==> config.mk <==
export PLATFORM = sky130hd
export DESIGN_NAME = decode_stage
export DESIGN_NICKNAME = d
export VERILOG_FILES = /design/src/rtl/decode_stage_pkg.sv /design/src/rtl/decode_scoreboard.sv /design/src/rtl/decode_stage.sv
export SDC_FILE = /design/constraint.sdc
export NUM_CORES = 1
export LEC_CHECK = 0
export ABC_AREA = 1
export CORE_UTILIZATION = 43
export DETAILED_ROUTE_END_ITERATION = 16
export GPL_ROUTABILITY_DRIVEN = 0
export PLACE_DENSITY = 0.78
export SLEW_MARGIN = 20
export SYNTH_ARGS = -nofsm -noshare
export SYNTH_HDL_FRONTEND = slang
export SYNTH_HIERARCHICAL = 1
export SYNTH_SLANG_ARGS = --single-unit
==> constraint.sdc <==
create_clock -name clk -period 5.26 [get_ports clk]
set_input_delay 0.526 -clock clk [delete_from_list [all_inputs] [get_ports clk]]
set_output_delay 0.526 -clock clk [all_outputs]
set_load 0.05 [all_outputs]
==> src/rtl/decode_stage_pkg.sv <==
// Shared decode definitions: RV32I opcodes, ALU operation encodings, immediate formats.
package decode_stage_pkg;

    localparam logic [4:0] OPC_LUI    = 5'b01101;
    localparam logic [4:0] OPC_AUIPC  = 5'b00101;
    localparam logic [4:0] OPC_JAL    = 5'b11011;
    localparam logic [4:0] OPC_JALR   = 5'b11001;
    localparam logic [4:0] OPC_BRANCH = 5'b11000;
    localparam logic [4:0] OPC_LOAD   = 5'b00000;
    localparam logic [4:0] OPC_STORE  = 5'b01000;
    localparam logic [4:0] OPC_OPIMM  = 5'b00100;
    localparam logic [4:0] OPC_OP     = 5'b01100;

    localparam logic [4:0] ALU_ADD    = 5'b00000;
    localparam logic [4:0] ALU_BRANCH = 5'b01000;

    localparam logic [6:0] FUNCT7_MULDIV = 7'b0000001;

    typedef enum logic [2:0] {
        IMM_NONE = 3'd0,
        IMM_I    = 3'd1,
        IMM_S    = 3'd2,
        IMM_B    = 3'd3,
        IMM_U    = 3'd4,
        IMM_J    = 3'd5
    } imm_fmt_e;

    // Raw 32-bit immediate; B and J forms carry an implicit zero LSB.
    function automatic logic [31:0] imm_gen(input logic [31:0] inst, input imm_fmt_e fmt);
        logic [31:0] imm;
        case (fmt)
            IMM_I:   imm = {{20{inst[31]}}, inst[31:20]};
            IMM_S:   imm = {{20{inst[31]}}, inst[31:25], inst[11:7]};
            IMM_B:   imm = {{19{inst[31]}}, inst[31], inst[7], inst[30:25], inst[11:8], 1'b0};
            IMM_U:   imm = {inst[31:12], 12'h000};
            IMM_J:   imm = {{11{inst[31]}}, inst[31], inst[19:12], inst[20], inst[30:21], 1'b0};
            default: imm = 32'h0000_0000;
        endcase
        return imm;
    endfunction

endpackage

==> src/rtl/decode_scoreboard.sv <==
// Load scoreboard: one busy bit per register, plus the load-use hazard query for the
// instruction currently offered by fetch.
module decode_scoreboard
    import decode_stage_pkg::*;
#(
    parameter int NREGS = 32,
    parameter int RA_W  = 5
) (
    input  logic            clk,
    input  logic            rst,
    input  logic            set_en_i,
    input  logic [RA_W-1:0] set_rd_i,
    input  logic            clr_en_i,
    input  logic [RA_W-1:0] clr_rd_i,
    input  logic            query_en_i,
    input  logic [RA_W-1:0] rs1_i,
    input  logic            rs1_used_i,
    input  logic [RA_W-1:0] rs2_i,
    input  logic            rs2_used_i,
    input  logic            inflight_load_i,
    input  logic [RA_W-1:0] inflight_rd_i,
    output logic            hazard_o
);

    logic [NREGS-1:0] busy_q;
    logic [NREGS-1:0] busy_d;
    logic             haz1_s;
    logic             haz2_s;

    // Busy update: clear first so that a same-cycle set of the same register wins.
    always_comb begin
        busy_d = busy_q;
        if (clr_en_i) begin
            busy_d[clr_rd_i] = 1'b0;
        end else begin
            busy_d = busy_q;
        end
        if (set_en_i) begin
            busy_d[set_rd_i] = 1'b1;
        end else begin
            busy_d[set_rd_i] = busy_d[set_rd_i];
        end
    end

    // Busy register.
    always_ff @(posedge clk or posedge rst) begin
        if (rst) begin
            busy_q <= '0;
        end else begin
            busy_q <= busy_d;
        end
    end

    // A writeback to the busy register this cycle is forwarded, so it does not stall.
    always_comb begin
        haz1_s = rs1_used_i && (rs1_i != '0) &&
                 ((busy_q[rs1_i] && !(clr_en_i && (clr_rd_i == rs1_i))) ||
                  (inflight_load_i && (inflight_rd_i == rs1_i)));
        haz2_s = rs2_used_i && (rs2_i != '0) &&
                 ((busy_q[rs2_i] && !(clr_en_i && (clr_rd_i == rs2_i))) ||
                  (inflight_load_i && (inflight_rd_i == rs2_i)));
        hazard_o = query_en_i && (haz1_s || haz2_s);
    end

endmodule

==> src/rtl/decode_stage.sv <==
// Registered, handshaked RV32I decode stage with writeback forwarding and load-use stall.
// Optional RV32M decode of OP/funct7=0000001 is enabled by defining DECODE_MUL_EN.
module decode_stage
    import decode_stage_pkg::*;
#(
    parameter int XLEN  = 32,
    parameter int NREGS = 32,
    parameter int RA_W  = 5
) (
    input  logic            clk,
    input  logic            rst,
    input  logic            in_valid,
    output logic            in_ready,
    input  logic [XLEN-1:0] in_pc,
    input  logic [31:0]     in_inst,
    output logic [RA_W-1:0] rf_ra1,
    output logic [RA_W-1:0] rf_ra2,
    input  logic [XLEN-1:0] rf_qa,
    input  logic [XLEN-1:0] rf_qb,
    input  logic            wb_valid,
    input  logic [RA_W-1:0] wb_rd,
    input  logic [XLEN-1:0] wb_data,
    input  logic            flush,
    output logic            out_valid,
    input  logic            out_ready,
    output logic [XLEN-1:0] out_pc,
    output logic [RA_W-1:0] out_rd,
    output logic [2:0]      out_funct3,
    output logic [4:0]      out_alu_op,
    output logic [XLEN-1:0] out_operand_a,
    output logic [XLEN-1:0] out_operand_b,
    output logic [XLEN-1:0] out_store_data,
    output logic [XLEN-1:0] out_offset,
    output logic            out_jal,
    output logic            out_jalr,
    output logic            out_branch,
    output logic            out_load,
    output logic            out_store,
    output logic            out_we,
    output logic            out_illegal
);

    typedef struct packed {
        logic [XLEN-1:0] pc;
        logic [XLEN-1:0] operand_a;
        logic [XLEN-1:0] operand_b;
        logic [XLEN-1:0] store_data;
        logic [XLEN-1:0] offset;
        logic [RA_W-1:0] rd;
        logic [2:0]      funct3;
        logic [4:0]      alu_op;
        logic            jal;
        logic            jalr;
        logic            branch;
        logic            load;
        logic            store;
        logic            we;
        logic            illegal;
    } bundle_t;

    bundle_t         bundle_q;
    bundle_t         bundle_d;
    bundle_t         dec_s;
    logic            valid_q;
    logic            valid_d;
    logic [4:0]      opc_s;
    logic [2:0]      funct3_s;
    logic [6:0]      funct7_s;
    logic [RA_W-1:0] rd_s;
    logic [RA_W-1:0] rs1_s;
    logic [RA_W-1:0] rs2_s;
    logic [XLEN-1:0] rs1_val_s;
    logic [XLEN-1:0] rs2_val_s;
    logic            rs1_used_s;
    logic            rs2_used_s;
    logic            legal_s;
    logic            writes_s;
    logic            hazard_s;
    logic            load_s;
    logic            sb_set_s;

    function automatic logic [XLEN-1:0] sext(input logic [31:0] v);
        return XLEN'(signed'(v));
    endfunction

    function automatic logic [XLEN-1:0] src_val(input logic [RA_W-1:0] rs,
                                                input logic [XLEN-1:0] rf_q,
                                                input logic            wbv,
                                                input logic [RA_W-1:0] wbr,
                                                input logic [XLEN-1:0] wbd);
        logic [XLEN-1:0] v;
        if (rs == '0) begin
            v = '0;
        end else if (wbv && (wbr == rs)) begin
            v = wbd;
        end else begin
            v = rf_q;
        end
        return v;
    endfunction

    assign opc_s     = in_inst[6:2];
    assign funct3_s  = in_inst[14:12];
    assign funct7_s  = in_inst[31:25];
    assign rd_s      = in_inst[7 +: RA_W];
    assign rs1_s     = in_inst[15 +: RA_W];
    assign rs2_s     = in_inst[20 +: RA_W];
    assign rf_ra1    = rs1_s;
    assign rf_ra2    = rs2_s;
    assign rs1_val_s = src_val(rs1_s, rf_qa, wb_valid, wb_rd, wb_data);
    assign rs2_val_s = src_val(rs2_s, rf_qb, wb_valid, wb_rd, wb_data);

    // Instruction decode into the next output bundle.
    always_comb begin
        dec_s            = '0;
        dec_s.pc         = in_pc;
        dec_s.rd         = rd_s;
        dec_s.funct3     = funct3_s;
        dec_s.operand_a  = rs1_val_s;
        dec_s.store_data = rs2_val_s;
        rs1_used_s       = 1'b1;
        rs2_used_s       = 1'b0;
        legal_s          = 1'b1;
        writes_s         = 1'b0;
        case (opc_s)
            OPC_LUI: begin
                dec_s.operand_a = '0;
                dec_s.operand_b = sext(imm_gen(in_inst, IMM_U));
                rs1_used_s      = 1'b0;
                writes_s        = 1'b1;
            end
            OPC_AUIPC: begin
                dec_s.operand_a = in_pc;
                dec_s.operand_b = sext(imm_gen(in_inst, IMM_U));
                rs1_used_s      = 1'b0;
                writes_s        = 1'b1;
            end
            OPC_JAL: begin
                dec_s.operand_a = in_pc;
                dec_s.operand_b = XLEN'(32'd4);
                dec_s.offset    = sext(imm_gen(in_inst, IMM_J));
                dec_s.jal       = 1'b1;
                rs1_used_s      = 1'b0;
                writes_s        = 1'b1;
            end
            OPC_JALR: begin
                dec_s.operand_a = in_pc;
                dec_s.operand_b = XLEN'(32'd4);
                dec_s.offset    = sext(imm_gen(in_inst, IMM_I));
                dec_s.jalr      = 1'b1;
                writes_s        = 1'b1;
            end
            OPC_BRANCH: begin
                dec_s.operand_b = rs2_val_s;
                dec_s.offset    = sext(imm_gen(in_inst, IMM_B));
                dec_s.alu_op    = ALU_BRANCH;
                dec_s.branch    = 1'b1;
                rs2_used_s      = 1'b1;
            end
            OPC_LOAD: begin
                dec_s.operand_b = sext(imm_gen(in_inst, IMM_I));
                dec_s.load      = 1'b1;
                writes_s        = 1'b1;
            end
            OPC_STORE: begin
                dec_s.operand_b = sext(imm_gen(in_inst, IMM_S));
                dec_s.store     = 1'b1;
                rs2_used_s      = 1'b1;
            end
            OPC_OPIMM: begin
                // Shift-immediates hand the ALU the bare shamt, without the funct7 bits.
                if ((funct3_s == 3'b001) || (funct3_s == 3'b101)) begin
                    dec_s.operand_b = XLEN'(in_inst[24:20]);
                end else begin
                    dec_s.operand_b = sext(imm_gen(in_inst, IMM_I));
                end
                dec_s.alu_op = {1'b0, in_inst[30] & (funct3_s == 3'b101), funct3_s};
                writes_s     = 1'b1;
            end
            OPC_OP: begin
                dec_s.operand_b = rs2_val_s;
                rs2_used_s      = 1'b1;
                if (funct7_s == FUNCT7_MULDIV) begin
`ifdef DECODE_MUL_EN
                    dec_s.alu_op = {2'b10, funct3_s};
                    writes_s     = 1'b1;
`else
                    legal_s      = 1'b0;
`endif
                end else begin
                    dec_s.alu_op = {1'b0, in_inst[30], funct3_s};
                    writes_s     = 1'b1;
                end
            end
            default: begin
                legal_s = 1'b0;
            end
        endcase
        if (!legal_s || (in_inst[1:0] != 2'b11)) begin
            dec_s.illegal = 1'b1;
            dec_s.we      = 1'b0;
            dec_s.alu_op  = ALU_ADD;
            dec_s.jal     = 1'b0;
            dec_s.jalr    = 1'b0;
            dec_s.branch  = 1'b0;
            dec_s.load    = 1'b0;
            dec_s.store   = 1'b0;
        end else begin
            dec_s.we      = writes_s && (rd_s != '0);
        end
    end

    // A flushed load is dropped before execute sees it, so it must not mark its rd busy.
    assign sb_set_s = valid_q && out_ready && !flush && bundle_q.load && (bundle_q.rd != '0);

    decode_scoreboard #(
        .NREGS (NREGS),
        .RA_W  (RA_W)
    ) u_scoreboard (
        .clk             (clk),
        .rst             (rst),
        .set_en_i        (sb_set_s),
        .set_rd_i        (bundle_q.rd),
        .clr_en_i        (wb_valid),
        .clr_rd_i        (wb_rd),
        .query_en_i      (in_valid),
        .rs1_i           (rs1_s),
        .rs1_used_i      (rs1_used_s),
        .rs2_i           (rs2_s),
        .rs2_used_i      (rs2_used_s),
        .inflight_load_i (valid_q && bundle_q.load),
        .inflight_rd_i   (bundle_q.rd),
        .hazard_o        (hazard_s)
    );

    assign in_ready = (!valid_q || out_ready) && !hazard_s && !flush;
    assign load_s   = in_valid && in_ready;

    // Output register next state: flush beats load, load beats drain.
    always_comb begin
        valid_d  = valid_q;
        bundle_d = bundle_q;
        if (flush) begin
            valid_d = 1'b0;
        end else if (load_s) begin
            valid_d  = 1'b1;
            bundle_d = dec_s;
        end else if (valid_q && out_ready) begin
            valid_d = 1'b0;
        end else begin
            valid_d = valid_q;
        end
    end

    // Output register.
    always_ff @(posedge clk or posedge rst) begin
        if (rst) begin
            valid_q  <= 1'b0;
            bundle_q <= '0;
        end else begin
            valid_q  <= valid_d;
            bundle_q <= bundle_d;
        end
    end

    assign out_valid      = valid_q;
    assign out_pc         = bundle_q.pc;
    assign out_rd         = bundle_q.rd;
    assign out_funct3     = bundle_q.funct3;
    assign out_alu_op     = bundle_q.alu_op;
    assign out_operand_a  = bundle_q.operand_a;
    assign out_operand_b  = bundle_q.operand_b;
    assign out_store_data = bundle_q.store_data;
    assign out_offset     = bundle_q.offset;
    assign out_jal        = bundle_q.jal;
    assign out_jalr       = bundle_q.jalr;
    assign out_branch     = bundle_q.branch;
    assign out_load       = bundle_q.load;
    assign out_store      = bundle_q.store;
    assign out_we         = bundle_q.we;
    assign out_illegal    = bundle_q.illegal;

endmodule

; ---- Word-level counts from Yosys, hierarchy flattened
; Cells that the tools add are included.
; W data, S select, Z words.
[totals]
ff_bits = 213
in_bits = 171
out_inout_bits = 192
word_cells = 134
[classes]
n_lt_le_gt_ge = 6
eq_ne = 16
mux = 39
n_bitwise = 5
reduce_logical = 51
[op_table]
columns = cell, n
row1 = $mux W32, 7
row2 = $pmux W32 S6, 1
row3 = $pmux W32 S3, 1
row4 = $pmux W32 S2, 1
row5 = $and A32 B32 Y32, 1
row6 = $bwmux W32, 1
row7 = $not A32 Y32, 1
row8 = $or A32 B32 Y32, 1
row9 = $lt A5 B6 Y1 const B, 4
row10 = $logic_and A1 B1 Y1, 22
row11 = $eq A5 B5 Y1, 4
row12 = $reduce_bool A5 Y1, 4
row13 = $mux W1, 18
row14 = $bmux W1 S5, 3
row15 = $eq A5 B4 Y1 const B, 3
row16 = $eq A5 B5 Y1 const B, 3
row17 = $logic_not A5 Y1, 3
row18 = $pmux W4 S3, 1
row19 = $demux W1 S5, 2
row20 = $eq A5 B3 Y1 const B, 2
row21 = $ge A5 B1 Y1 const B, 2
row22 = $mux W10, 1
row23 = $reduce_or A3 Y1, 3
row24 = $reduce_or A8 Y1, 1
row25 = 14 further kinds, 27

; ---- Longest topological paths before layout
; Gate-level depths: netlist (run 1).
[logic_depth]
ltp_word = 14
ltp_mapped = 21
depth_no_buf = 18

; ---- By module
; Netlist (run 1), hierarchy kept.
[modules_own_cells]
columns = mod, instances, cells_per_inst, area_each_um2, seq_area_each_um2
row1 = decode_stage, 1, 1193, 8896.0, 4229.1
row2 = decode_scoreboard, 1, 380, 2499.9, 800.8

; ---- Worst setup path after synthesis (run 1)
; OpenSTA, ideal clock, no wires.
[synth_path]
path_kind = in2reg
start = in in_inst[15]
end = reg bundle_q, in the netlist out_operand_a[10]
setup_ns = 0.124
arrival_time_ns = 2.642
setup_slack_ns = 2.494
stages = 16
n_path_buf = 3
path_cell_list = buf_6 > or2_2 > nand4_1 > nand3_1 > nor2_1 > nand2_1 > nand3_1 > nand2_1 > nand2_1 > a21oi_2 > nor3_4 > nand2_4 > buf_2 > clkbuf_1 > a21oi_1 > nand2_1
[synth_via]
elab_chain_cells = 13
elab_cells_between_ends = 23
classes_between = eq/ne (2) / mux (5) / reduce/logical (16)
[synth_lines]
columns = element, line_no
row1 = start: declaration, decode_stage.sv:15  ; input logic [31:0] in_inst,
row2 = "parallel branches: the longest is 5 deep, another holds $bmux W1 S5", --
row3 = $logic_and A1 B1 Y1 *, decode_scoreboard.sv:56  ; haz1_s = rs1_used_i && (rs1_i != '0) &&
row4 = $logic_or A1 B1 Y1 *, decode_scoreboard.sv:62  ; hazard_o = query_en_i && (haz1_s || haz2_s);
row5 = $logic_and A1 B1 Y1 *, decode_scoreboard.sv:62
row6 = via hazard_s, decode_stage.sv:78  ; logic hazard_s;
row7 = $logic_not A1 Y1 *, decode_stage.sv:236  ; assign in_ready = (!valid_q || out_ready) && !hazard_s && !flush;
row8 = $logic_and A1 B1 Y1 * (2 in a row), decode_stage.sv:236
row9 = via in_ready, decode_stage.sv:13  ; output logic in_ready,
row10 = $logic_and A1 B1 Y1 *, decode_stage.sv:237  ; assign load_s = in_valid && in_ready;
row11 = $reduce_and A2 Y1 (no line) *, --
row12 = end signal: assignment, decode_stage.sv:262  ; bundle_q <= bundle_d;
row13 = end: declaration, decode_stage.sv:61  ; bundle_t bundle_q;
; Mark *: on every way through the listed nets, which the timed path passes. The select of a mux whose other input is x is not followed.
; A chain may end at the register's enable or synchronous reset.

; ---- Worst setup path after layout (run 1)
[layout_path]
start = in in_inst[15]
end = out in_ready
[layout_via]
elab_chain_cells = 11
elab_cells_between_ends = 17
classes_between = eq/ne (2) / mux (2) / reduce/logical (13)
[layout_lines]
columns = element, line_no
row1 = "parallel branches: the longest is 5 deep, another holds $bmux W1 S5", --
row2 = $logic_and A1 B1 Y1 *, decode_scoreboard.sv:56
row3 = $logic_or A1 B1 Y1 *, decode_scoreboard.sv:62
row4 = $logic_and A1 B1 Y1 *, decode_scoreboard.sv:62
row5 = via hazard_s, decode_stage.sv:78
row6 = $logic_not A1 Y1 *, decode_stage.sv:236
row7 = $logic_and A1 B1 Y1 * (2 in a row), decode_stage.sv:236
row8 = end: declaration, decode_stage.sv:13
; Marked as above.

==> flow_metrics.tcl, run 1 <==
set metrics [dict create \
    status "completed" \
    fin_tns_setup_ns 0 \
    wl_per_cell_um 19.9 \
    fill_cells 2347 \
    arrival_ns 3.70 \
    cts_tree "yes" \
    crit_path_max_fanout 20 \
    syn_inst 1573 \
    syn_area_um2 11400 \
    min_to "out_operand_b[0]" \
    p_int_mw 3.29 \
    r2r_end "out_pc[21]" \
    switching_share_pct 39.8 \
    design.core.area_um2 26100 \
    power.net_switching_mw 2.18 \
    drive_above_1_share_pct 5.34 \
    worstSetupPathType "in -> out" \
    clk_latency_ns 0.54 \
    r2r-start "out_rd[2]" \
    drc 0 \
    final_max_slew_viol_count 0 \
    clk_pin_slew_worst_paths_ns 0.05 \
    vias 12400 \
    min_path_type "reg -> reg" \
    clockBufferDepth 3 \
    grt_first_pass_wirelength_mm 65.2 \
    grt_start_max_net_pins 101 \
    period_needed_ns 4.22 \
    setup_viol 0 \
    drtPass1Iterations 6 \
    fin_skew_ns 0.0270 \
    routed_wirelength_mm 44.4 \
    synth.distinct_cells 41 \
    cp.required_ns 4.73 \
    synth_area_leaders "dfrtp_1 (44%), nand2_1 (19%), nand3_1 (6.3%), inv_1 (5.0%), o21ai_0 (4.2%)" \
    power_leakage_nw 7.62 \
    final_common_cell "nand2_1" \
    postCtsHoldBufs 0 \
    worst_setup_path_start_kind "primary input" \
    ant_nets 0 \
    start_util_pct 43.7 \
    p_total_mw 5.47 \
    min-delay-start "out_operand_b[0]" \
    portBuffers 361 \
    pwr-share-seq_pct 34.7 \
    power_frac_clock_pct 29.3 \
    ios 363 \
    synth_largest_area_cell "dfrtp_1" \
    cts-resized-gates 0 \
    synth_top_area_share_pct 44.1 \
    final_hold_viol_count 0 \
    numCtsBuffers 24 \
    rr_worst_depth 11 \
    gr-total-overflow 0 \
    synth_nets 1744 \
    placementRows 59 \
    rrSetupSlack_ns 2.22 \
    dp_hpwl_mm 32.0 \
    startpoint "in_inst[15]" \
    ir_drop_v 0.000322 \
    cp-end-kind "output pin" \
    drtIter0Drc 1548 \
    final_nets 2044 \
    avgSynthCellArea_um2 7.24 \
    clock-sinks 201 \
    track_usage_pct 31.5 \
    power_density_nw_per_um2 348 \
    worst_hold_path.num_cells 2 \
    rsz0062_at_grt "false" \
    drt-vias-per-instance 5.54 \
    timing.slew.headroom_pct 32.5 \
    tightest_slew_ns 1.01 \
    die_w_um 165 \
    cts_root_buffer "clkbuf_16" \
    min_period_over_period_pct 80.3 \
    die_area_um2 27200 \
    antenna_found_initial 5 \
    post_cts_buffers 0 \
    die_y_um 165 \
    ctsHtreeMaxLevel 1 \
    pwr-share-comb_pct 36.0 \
    fmax_ghz 0.237 \
    cap_violations 0 \
    mostFrequentLayoutCells "nand2_1 (564), clkdlybuf4s50_1 (361), dfrtp_1 (201), inv_1 (149), nand3_1 (141)" \
    yosysSeqAreaShare_pct 44.1 \
    utilization_pct 60.3 \
    synth-seq-cells 201 \
    ys_warn_count 6 \
    area_growth_pct 38.0 \
    grt_pass1_vias 11300 \
]
[critical path, cell delays in order]
cell and delay (ns):
clkdlybuf4s50_1 0.98, buf_4 0.29, nand2_1 0.08, nand3_1 0.08, nand3_1 0.10, nand3_1 0.11, nand2_1 0.07, nand3_1 0.08
nand2_1 0.07, nand2_1 0.08, a21oi_2 0.08, nor3_4 0.27, clkdlybuf4s50_1 0.86
[Yosys cell counts (all sizes together)]
library cell,n
a221oi,1
a211oi,2
o211ai,36
nand2,569
xor2,3
o41ai,1
nor3,14
o21bai,1
xnor2,3
buf,78
o21a,1
o22ai,20
a22oi,19
a21oi,50
inv,163
clkbuf,24
or2,1
conb,1
nor2,75
nand3,150
a22o,1
o21ai,131
nand4,26
dfrtp,201
o31ai,2
[stage by stage]
step / std cells / hold slack (ns) / worst slack, ns / cell area [um^2]
after floorplan: 1573 / 0.471 / 0.159 / 11400
after global placement: 2182 / 0.461 / 1.16 / 14900
after detailed placement: 2182 / 0.464 / 1.11 / 14900
after CTS: 2226 / 0.480 / 1.10 / 15700
after global routing: 2231 / 0.490 / 0.899 / 15700
final: 2233 / 0.477 / 1.04 / 15700
[flip-flops by register name, indices dropped and copies added, names as in the netlist, 3 cells and up]
name and count:
out_alu_op 4, out_funct3 3, out_store_data 32, out_rd 5, out_operand_b 32, out_operand_a 32
u_scoreboard/busy_q 32, out_offset 21, out_pc 32
[worst max path at each step]
stage | cells after the start | endpoint | slack [ns]
4_1_cts | 13 | in_ready | 1.10
6_report | 13 | in_ready | 1.04
3_5_place_dp | 17 | out_pc[21] | 1.11
3_3_place_gp | 17 | out_pc[21] | 1.16
2_1_floorplan | 1 | out_alu_op[0] | 0.16
5_1_grt | 13 | in_ready | 0.90
[power groups by stage]
| stage | registers (mW) | logic (mW) | clock network [mW] |
|---|---|---|---|
| 2_1_floorplan | 2.60 | 0.498 | 0 |
| 3_5_place_dp | 1.92 | 1.96 | 0 |
| 3_3_place_gp | 1.91 | 1.94 | 0 |
| 5_1_grt | 1.92 | 2.07 | 1.68 |
| 4_1_cts | 1.89 | 1.97 | 1.62 |
| 6_report | 1.90 | 1.97 | 1.61 |
[area by class of cell]
| class | instances | area [um^2] | share of cell area, % |
|---|---|---|---|
| multi-input cells | 1107 | 5130 | 32.6 |
| flip-flops and latches | 201 | 5030 | 32.0 |
| repair buffers | 376 | 3740 | 23.8 |
| clock buffers | 33 | 684 | 4.35 |
| inverters | 163 | 622 | 3.96 |
| well taps | 335 | 419 | 2.67 |
| clock inverters | 11 | 77.6 | 0.493 |
| diodes | 7 | 17.5 | 0.111 |
[kinds of logic after synthesis]
logic type	share of synthesized area (%)
and+or+nand+nor	30.9
AOI/OAI and AO/OA	13.5
buffers and inverters	11.0
DFF	44.1
xor gates and xnor gates	0.461
other	0.0329
[metal layers]
metal	GRT usage, %	wire, um	vias up	share of wire [%]
met5	0	0	-	0
met4	13.8	2140	0	4.8
met3	7.41	4440	145	10
met2	51.6	20600	751	46
met1	39.5	17200	5775	39
li1	-	-	5697	-
Note: power is estimated with default switching activity, not from simulation.
==> run 2, diff against run 1 <==
--- a/config.mk
+++ b/config.mk
@@ -6,10 +6,10 @@
 export NUM_CORES = 1
 export LEC_CHECK = 0
 export ABC_AREA = 1
-export CORE_UTILIZATION = 43
+export CORE_UTILIZATION = 47
 export DETAILED_ROUTE_END_ITERATION = 16
 export GPL_ROUTABILITY_DRIVEN = 0
-export PLACE_DENSITY = 0.78
+export PLACE_DENSITY = 0.81
 export SLEW_MARGIN = 20
 export SYNTH_ARGS = -nofsm -noshare
 export SYNTH_HDL_FRONTEND = slang
==> constraint.sdc (replaced) <==
create_clock -name clk -period 4.3 [get_ports clk]
set_input_delay 0.43 -clock clk [delete_from_list [all_inputs] [get_ports clk]]
set_output_delay 0.43 -clock clk [all_outputs]
set_load 0.05 [all_outputs]
==> flow_metrics.tcl, run 2 (synthesis gave the netlist of run 1 again) <==
set metrics [dict create \
    final_max_slew_viol_count 0 \
    numCtsBuffers 24 \
    arrival_ns 2.99 \
    dp_hpwl_mm 31.8 \
    cts-resized-gates 0 \
    period_needed_ns 3.42 \
    power_density_nw_per_um2 439 \
    clockBufferDepth 3 \
    min_period_over_period_pct 79.5 \
    fin_skew_ns 0.0234 \
    area_growth_pct 39.3 \
    final_hold_viol_count 0 \
    tightest_slew_ns 1.00 \
    die_w_um 158 \
    drc 0 \
    utilization_pct 67.2 \
    fmax_ghz 0.292 \
    start_util_pct 48.3 \
    final_nets 2048 \
    ir_drop_v 0.000252 \
    drtIter0Drc 1527 \
    wl_per_cell_um 20.1 \
    cap_violations 0 \
    clk_pin_slew_worst_paths_ns 0.06 \
    drtPass1Iterations 6 \
    grt_start_max_net_pins 170 \
    timing.slew.headroom_pct 33.0 \
    cts_tree "yes" \
    postCtsHoldBufs 0 \
    gr-total-overflow 0 \
    die_y_um 158 \
    drive_above_1_share_pct 5.49 \
    antenna_found_initial 7 \
    cts_root_buffer "clkbuf_16" \
    grt_first_pass_wirelength_mm 66.7 \
    cp-end-kind "output pin" \
    worst_setup_path_start_kind "primary input" \
    worstSetupPathType "in -> out" \
    placementRows 56 \
    drt-vias-per-instance 5.66 \
    post_cts_buffers 0 \
    vias 12600 \
    rsz0062_at_grt "false" \
    mostFrequentLayoutCells "nand2_1 (564), clkdlybuf4s50_1 (360), dfrtp_1 (201), inv_1 (150), nand3_1 (141)" \
    ant_nets 0 \
    fin_tns_setup_ns 0 \
    setup_viol 0 \
    status "completed" \
    fill_cells 1975 \
    cp.required_ns 3.87 \
    ios 363 \
    clk_latency_ns 0.53 \
    grt_pass1_vias 12100 \
    track_usage_pct 35.0 \
    portBuffers 361 \
    clock-sinks 201 \
    routed_wirelength_mm 44.6 \
    final_common_cell "nand2_1" \
    min_path_type "in -> async" \
    crit_path_max_fanout 18 \
    power_leakage_nw 7.70 \
    design.core.area_um2 23600 \
    die_area_um2 24900 \
    ctsHtreeMaxLevel 1 \
]
==> run 2: changes by cell type in the layout (fill, tap and decap cells not counted), moves of 2 or more <==
cell,delta
bufinv_16,+5
diode_2,+4
buf_12,+3
clkinv_2,-3
buf_4,+2
clkbuf_8,-2
inv_6,-2
==> run 2: metal layers <==
metal  GRT usage [%]  up-vias  wire length [um]
li1                -     5707                 -
met1            41.4     5868             16000
met2            57.1      799             20900
met3            7.94      215              4710
met4            22.8        0              2930
met5               0        -                 0
==> run 2: power breakdown <==
part	internal, mW	total [mW]	switching [mW]
logic	0.780	2.41	1.63
clock network	1.38	2.23	0.846
registers	2.14	2.32	0.187
total	4.30	6.96	2.67
==> run 2: area by class of cell <==
| type | instances | area (um^2) | share of cell area (%) |
|---|---|---|---|
| multi-input cells | 1107 | 5130 | 32.3 |
| flip-flops and latches | 201 | 5030 | 31.7 |
| repair buffers | 380 | 3800 | 24.0 |
| clock buffers | 31 | 657 | 4.14 |
| inverters | 163 | 621 | 3.91 |
| well taps | 319 | 399 | 2.51 |
| clock inverters | 12 | 204 | 1.28 |
| diodes | 11 | 27.5 | 0.173 |
==> run 2: worst max-delay path, cell delays in order <==
cell and delay [ns]:
clkdlybuf4s50_1 0.96, buf_4 0.31, nand2_1 0.07, o211ai_1 0.08, nand3_1 0.12, nand3_1 0.11, nand2_1 0.07, nand3_1 0.06
nand2_1 0.07, nand2_1 0.08, a21oi_2 0.07, nor3_4 0.28, buf_4 0.27
==> run 2: path summary, 6_finish.rpt <==
kind	to	start	slack [ns]	depth (start not counted)
worst min-delay path	u_scoreboard/busy_q[4]	rst	0.39	3
min in group clk	out_pc[9]	in_pc[9]	0.46	3
worst max register to register	out_operand_a[26]	out_rd[2]	1.65	14
max in group asynchronous	out_operand_a[27]	rst	3.06	3
worst max-delay path	in_ready	in_inst[15]	0.88	13
worst min register to register	out_pc[1]	out_pc[1]	0.48	2
==> run 2: through the flow <==
step / area [um^2] / total power, mW / hold WS [ns] / setup slack [ns] / cells
4_1_cts: 15800 / 6.96 / 0.388 / 0.954 / 2213
5_1_grt: 15900 / 7.19 / 0.440 / 0.705 / 2220
2_1_floorplan: 11400 / 3.79 / 0.471 / 1.63 / 1573
3_5_place_dp: 15000 / 4.74 / 0.466 / 0.655 / 2170
3_3_place_gp: 15000 / 4.71 / 0.461 / 0.773 / 2170
6_report: 15900 / 6.96 / 0.394 / 0.881 / 2224
